--- config.mk ---
export PLATFORM = sky130hd
export DESIGN_NAME = gpio_arbiter_flat
export DESIGN_NICKNAME = d
export VERILOG_FILES = /design/src/rtl/gpio_arbiter_if.sv /design/src/rtl/gpio_arbiter.sv /design/src/flat_wrapper.sv
export SDC_FILE = /design/constraint.sdc
export NUM_CORES = 1
export LEC_CHECK = 0
export BUFFER_PORTS_ARGS = -buffer_cell sky130_fd_sc_hd__buf_2
export CAP_MARGIN = 20
export CORE_AREA = 8 8 45 47
export DETAILED_ROUTE_END_ITERATION = 8
export DIE_AREA = 0 0 53 55
export GPL_ROUTABILITY_DRIVEN = 0
export PLACE_DENSITY = 0.76
export SETUP_SLACK_MARGIN = 0.2
export SLEW_MARGIN = 25
export SYNTH_ARGS = -nofsm -noshare
export SYNTH_HDL_FRONTEND = slang
export SYNTH_SLANG_ARGS = --single-unit
--- constraint.sdc ---
create_clock -name clock -period 2.8 [get_ports clock]
set_input_delay 0.28 -clock clock [delete_from_list [all_inputs] [get_ports clock]]
set_output_delay 0.28 -clock clock [all_outputs]
set_load 0.005 [all_outputs]
--- src/rtl/gpio_arbiter_if.sv ---
// Shared-GPIO arbitration bus: two requesters, pad-side pin signals.
// The arbiter uses the slave modport; the requester/pad side uses master.
interface gpio_arbiter_if #(
    parameter int GPIO_WIDTH = 3
);
    logic                  req0_request;
    logic                  req1_request;
    logic                  req0_grant;
    logic                  req1_grant;
    logic [GPIO_WIDTH-1:0] req0_oe;
    logic [GPIO_WIDTH-1:0] req1_oe;
    logic [GPIO_WIDTH-1:0] req0_output;
    logic [GPIO_WIDTH-1:0] req1_output;
    logic [GPIO_WIDTH-1:0] gpio_input;
    logic [GPIO_WIDTH-1:0] gpio_input_sync;
    logic [GPIO_WIDTH-1:0] gpio_oe;
    logic [GPIO_WIDTH-1:0] gpio_output;

    modport slave (
        input  req0_request, req1_request,
        input  req0_oe, req1_oe,
        input  req0_output, req1_output,
        input  gpio_input,
        output req0_grant, req1_grant,
        output gpio_input_sync, gpio_oe, gpio_output
    );

    modport master (
        output req0_request, req1_request,
        output req0_oe, req1_oe,
        output req0_output, req1_output,
        output gpio_input,
        input  req0_grant, req1_grant,
        input  gpio_input_sync, gpio_oe, gpio_output
    );
endinterface

--- src/rtl/gpio_arbiter.sv ---
// Two-requester round-robin owner of a shared GPIO bank.
// Define GPIO_ARBITER_TIMEOUT_EN to preempt an owner after HOLD_TIMEOUT contended cycles.
module gpio_arbiter #(
    parameter int GPIO_WIDTH   = 3,
    parameter int HOLD_TIMEOUT = 1024
) (
    input  logic          clock,
    input  logic          reset,
    gpio_arbiter_if.slave bus
);
    typedef enum logic [1:0] {
        IDLE   = 2'd0,
        GRANT0 = 2'd1,
        GRANT1 = 2'd2
    } state_t;

    state_t                r_state;
    logic                  r_last_grant;
    logic                  r_grant0;
    logic                  r_grant1;
    logic [GPIO_WIDTH-1:0] r_oe;
    logic [GPIO_WIDTH-1:0] r_out;
    logic [GPIO_WIDTH-1:0] r_sync1;
    logic [GPIO_WIDTH-1:0] r_sync2;
    logic                  w_expire;

`ifdef GPIO_ARBITER_TIMEOUT_EN
    localparam logic [15:0] HOLD_LAST = 16'(HOLD_TIMEOUT - 1);

    logic [15:0] r_hold;
    logic        w_contend;
    logic        w_leave;

    assign w_contend = ((r_state == GRANT0) && bus.req1_request) ||
                       ((r_state == GRANT1) && bus.req0_request);
    assign w_leave   = ((r_state == GRANT0) && !bus.req0_request) ||
                       ((r_state == GRANT1) && !bus.req1_request);
    assign w_expire  = w_contend && (r_hold == HOLD_LAST);

    // Count contended ownership cycles; any release or idle clears it.
    always_ff @(posedge clock) begin
        if (reset) begin
            r_hold <= 16'd0;
        end else if (w_contend && !w_expire && !w_leave) begin
            r_hold <= r_hold + 16'd1;
        end else begin
            r_hold <= 16'd0;
        end
    end
`else
    assign w_expire = 1'b0;
`endif

    // Ownership FSM; grants and pad drive are registered with the state.
    always_ff @(posedge clock) begin
        if (reset) begin
            r_state      <= IDLE;
            r_last_grant <= 1'b1;
            r_grant0     <= 1'b0;
            r_grant1     <= 1'b0;
            r_oe         <= '0;
            r_out        <= '0;
        end else begin
            unique case (r_state)
                IDLE: begin
                    if (bus.req0_request &&
                        (!bus.req1_request || r_last_grant)) begin
                        r_state      <= GRANT0;
                        r_last_grant <= 1'b0;
                        r_grant0     <= 1'b1;
                        r_oe         <= bus.req0_oe;
                        r_out        <= bus.req0_output;
                    end else if (bus.req1_request) begin
                        r_state      <= GRANT1;
                        r_last_grant <= 1'b1;
                        r_grant1     <= 1'b1;
                        r_oe         <= bus.req1_oe;
                        r_out        <= bus.req1_output;
                    end else begin
                        r_oe  <= '0;
                        r_out <= '0;
                    end
                end
                GRANT0: begin
                    if (!bus.req0_request || w_expire) begin
                        r_state  <= IDLE;
                        r_grant0 <= 1'b0;
                        r_oe     <= '0;
                        r_out    <= '0;
                    end else begin
                        r_oe  <= bus.req0_oe;
                        r_out <= bus.req0_output;
                    end
                end
                GRANT1: begin
                    if (!bus.req1_request || w_expire) begin
                        r_state  <= IDLE;
                        r_grant1 <= 1'b0;
                        r_oe     <= '0;
                        r_out    <= '0;
                    end else begin
                        r_oe  <= bus.req1_oe;
                        r_out <= bus.req1_output;
                    end
                end
                default: begin
                    r_state  <= IDLE;
                    r_grant0 <= 1'b0;
                    r_grant1 <= 1'b0;
                    r_oe     <= '0;
                    r_out    <= '0;
                end
            endcase
        end
    end

    // Two-flop synchronizer for pad input levels.
    always_ff @(posedge clock) begin
        if (reset) begin
            r_sync1 <= '0;
            r_sync2 <= '0;
        end else begin
            r_sync1 <= bus.gpio_input;
            r_sync2 <= r_sync1;
        end
    end

    assign bus.req0_grant      = r_grant0;
    assign bus.req1_grant      = r_grant1;
    assign bus.gpio_oe         = r_oe;
    assign bus.gpio_output     = r_out;
    assign bus.gpio_input_sync = r_sync2;
endmodule
--- src/flat_wrapper.sv ---
// flat-port wrapper written by rule: the top's interface ports become plain ports
module gpio_arbiter_flat 
#(
    parameter int GPIO_WIDTH   = 3,
    parameter int HOLD_TIMEOUT = 1024
)
  (clock, reset, bus_req0_request, bus_req1_request, bus_req0_oe, bus_req1_oe, bus_req0_output, bus_req1_output, bus_gpio_input, bus_req0_grant, bus_req1_grant, bus_gpio_input_sync, bus_gpio_oe, bus_gpio_output);
  gpio_arbiter_if #(.GPIO_WIDTH(GPIO_WIDTH)) bus_i ();
  input  logic clock;
  input  logic reset;
  input wire logic [$bits(bus_i.req0_request)-1:0] bus_req0_request;
  input wire logic [$bits(bus_i.req1_request)-1:0] bus_req1_request;
  input wire logic [$bits(bus_i.req0_oe)-1:0] bus_req0_oe;
  input wire logic [$bits(bus_i.req1_oe)-1:0] bus_req1_oe;
  input wire logic [$bits(bus_i.req0_output)-1:0] bus_req0_output;
  input wire logic [$bits(bus_i.req1_output)-1:0] bus_req1_output;
  input wire logic [$bits(bus_i.gpio_input)-1:0] bus_gpio_input;
  output wire logic [$bits(bus_i.req0_grant)-1:0] bus_req0_grant;
  output wire logic [$bits(bus_i.req1_grant)-1:0] bus_req1_grant;
  output wire logic [$bits(bus_i.gpio_input_sync)-1:0] bus_gpio_input_sync;
  output wire logic [$bits(bus_i.gpio_oe)-1:0] bus_gpio_oe;
  output wire logic [$bits(bus_i.gpio_output)-1:0] bus_gpio_output;
  assign bus_i.req0_request = bus_req0_request;
  assign bus_i.req1_request = bus_req1_request;
  assign bus_i.req0_oe = bus_req0_oe;
  assign bus_i.req1_oe = bus_req1_oe;
  assign bus_i.req0_output = bus_req0_output;
  assign bus_i.req1_output = bus_req1_output;
  assign bus_i.gpio_input = bus_gpio_input;
  assign bus_req0_grant = bus_i.req0_grant;
  assign bus_req1_grant = bus_i.req1_grant;
  assign bus_gpio_input_sync = bus_i.gpio_input_sync;
  assign bus_gpio_oe = bus_i.gpio_oe;
  assign bus_gpio_output = bus_i.gpio_output;
  gpio_arbiter #(.GPIO_WIDTH(GPIO_WIDTH), .HOLD_TIMEOUT(HOLD_TIMEOUT)) u_core (.clock(clock), .reset(reset), .bus(bus_i));
endmodule
==> impl_metrics.yaml <==
status:
  status: "finished, final reports clean"
yosys:
  synth_mux_area_frac: 0
  synth.avg_cell_area_um2: 11.7
  synth-simple-area-share: 0.138
  synth_top_family_by_area: "compound AO/OA/AOI/OAI gates"
  yosys_warnings: 0
  ys_seq_area_frac: 0.607
  synth_nets: 67
  synth_xor_area_frac: 0
  synthCells: 48
  synth_compound_area_frac: 0.225
  synth_cell_type_count: 18
  synth_fa_ha_area_frac: 0
  synth.cell_area_um2: 561
  ys_ff_latch: 17
cts:
  cts_buffers: 3
  clock_latency_ns: 0.27
  ctsHoldBuffers: 0
  clock-sinks: 17
  cts-root-buf: "clkbuf_4"
  cts_buffer_depth: 2
  cts_setup_buffers: 0
  cts_tree: "built"
  clk_pin_slew_ns: 0.09
  htreeDepth: 1
  ctsResizeCount: 0
worst_hold_path:
  whs_path_depth: 2
  worstHoldPathType: "input port to flip-flop"
route:
  routed_wl_mm: 1.16
  post_drt_wl_per_cell_um: 12.1
  vias: 451
  drc: 0
  dr.pass1.iters: 2
  dr.first_iter.drc_count: 3
  via_per_inst: 4.70
  ant_nets: 0
grt:
  grt-ovfl-total: 0
  antenna_found_initial: 0
  grt_pass1_vias: 444
  grt_util_all_layers: 0.0814
  grt_max_degree: 11
  grt_first_pass_wirelength_mm: 1.77
worst_setup_path:
  r2r.worst_path.cells: 3
  path_max_fanout: 7
  critPathLaunchType: "flip-flop"
  cp.arrival_ns: 1.37
  worstPathRequired_ns: 3.02
  critPathKind: "flip-flop to flip-flop"
  crit_path_end_kind: "flip-flop"
floorplan:
  fp.dieH_um: 55
  initial_core_util: 0.405
  die_area_um2: 2920
  ios: 30
  die_x_um: 53
  rows: 14
  core_region_area_um2: 1380
cells_and_area:
  drive_above_1_share: 0.488
  final_common_cell: "buf_2"
  fin_util: 0.541
  final_cell_mix: "29 x buf_2, 17 x dfxtp_1, 6 x nor2b_1, 6 x a22o_1"
  nFillCells: 126
  stdcell_count: 96
  design_area_um2: 748
  nets: 100
  syn_to_final_growth_pct: 33.5
  antenna_cells: 0
place:
  placed_area_um2: 721
  place_inst: 92
  portBuffers: 29
  hpwl_um: 935
power:
  power.switching_uw: 99.7
  seqPwrFrac: 0.597
  p_comb_frac: 0.132
  swShare: 0.225
  powerDensity_nw_per_um2: 591
  max-vdd-ir-drop_v: 0.000224
  internal-power_uw: 343
  power.share.clock: 0.271
  power_leakage_uw: 0.000371
sta:
  fin_worst_skew_ns: 0.000302
  max_clock_freq_mhz: 871
  slew-limit-headroom: 0.780
  tightest_slew_ns: 0.329
  setup_viol: 0
  hold_violations: 0
  period_share: 0.410
  rsz0062_at_grt: "false"
  final-max-slew-violation-count: 0
  fin_tns_setup_ns: 0
  post-route-min-period_ns: 1.15
flow_run:
  drv_cap: 0
power by group through the flow:
stage	Clock, uW	Combinational, uW	Sequential [uW]
after global placement	0	58.3	269
after floorplan	0	29.9	271
final	120	58.3	264
after CTS	126	59.8	264
after global routing	141	64.9	266
after detailed placement	0	59.4	270
registers in the layout, summed over array words and instances, names as in the netlist:
register and flops:
u_core.bus.gpio_input_sync 3, u_core.bus.gpio_oe 3, u_core.bus.gpio_output 3, u_core.bus.req0_grant 1
u_core.bus.req1_grant 1, u_core.r_last_grant 1, u_core.r_state 2, u_core.r_sync1 3
critical path, stage by stage, from the launching register on:
cell	delay (ns)
dfxtp_1	0.42
nor2b_2	0.10
a211oi_4	0.37
a22o_1	0.20
synth_stat cells:
library cell | number | area share
inv_1 | 2 | 0.013
inv_2 | 1 | 0.0067
nand3_1 | 1 | 0.0089
nor2_1 | 1 | 0.0067
o211a_2 | 1 | 0.018
nor2b_1 | 6 | 0.067
nor3_1 | 1 | 0.0089
nand2b_4 | 1 | 0.025
nor2b_2 | 1 | 0.016
a21oi_1 | 3 | 0.027
a21bo_2 | 1 | 0.018
o21ai_0 | 2 | 0.018
dfxtp_1 | 17 | 0.61
a211o_1 | 1 | 0.016
nand2_1 | 1 | 0.0067
a22o_1 | 6 | 0.094
buf_2 | 1 | 0.0089
a211oi_4 | 1 | 0.036
cells by family (layout without fill, tap and decap cells):
group | count (synthesis) | in the layout
flops | 17 | 17
compound gates | 15 | 15
simple gates | 12 | 12
buf+inv | 4 | 36
path summary, 6_finish.rpt:
kind / startpoint / to / slack (ns)
max: u_core.r_state[0]$_SDFFE_PP0P_ / u_core.bus.gpio_oe[0]$_SDFF_PP0_ / 1.65
min: bus_gpio_input[0] / u_core.r_sync1[0]$_SDFF_PP0_ / 0.21
max reg2reg: u_core.r_state[0]$_SDFFE_PP0P_ / u_core.bus.gpio_oe[0]$_SDFF_PP0_ / 1.65
min reg2reg: u_core.r_sync1[0]$_SDFF_PP0_ / u_core.bus.gpio_input_sync[0]$_SDFF_PP0_ / 0.45
metal layers:
metal,global-route usage,up-vias,part of all wire
met3,0.0374,2,0.18
met2,0.137,24,0.41
met1,0.0804,195,0.38
met4,0.0517,0,0.020
met5,0,-,0
li1,-,230,-
layout make-up:
| cell class | instances | area [um^2] | share of cell area |
|---|---|---|---|
| clock buffers | 3 | 22.5 | 0.0301 |
| clock inverters | 1 | 5.00 | 0.00669 |
| inverters | 3 | 11.3 | 0.0151 |
| multi-input cells | 27 | 204 | 0.273 |
| flip-flops and latches | 17 | 340 | 0.455 |
| well taps | 16 | 20.0 | 0.0268 |
| repair buffers | 29 | 145 | 0.194 |
through the flow:
stage | worst slack [ns] | power (uW) | hold WS (ns)
final | 1.65 | 442 | 0.208
after detailed placement | 1.59 | 329 | 0.432
after floorplan | 1.77 | 301 | 0.406
after global routing | 1.61 | 472 | 0.199
after CTS | 1.64 | 451 | 0.197
after global placement | 1.63 | 328 | 0.422
Note: power is estimated with default switching activity, not from simulation.
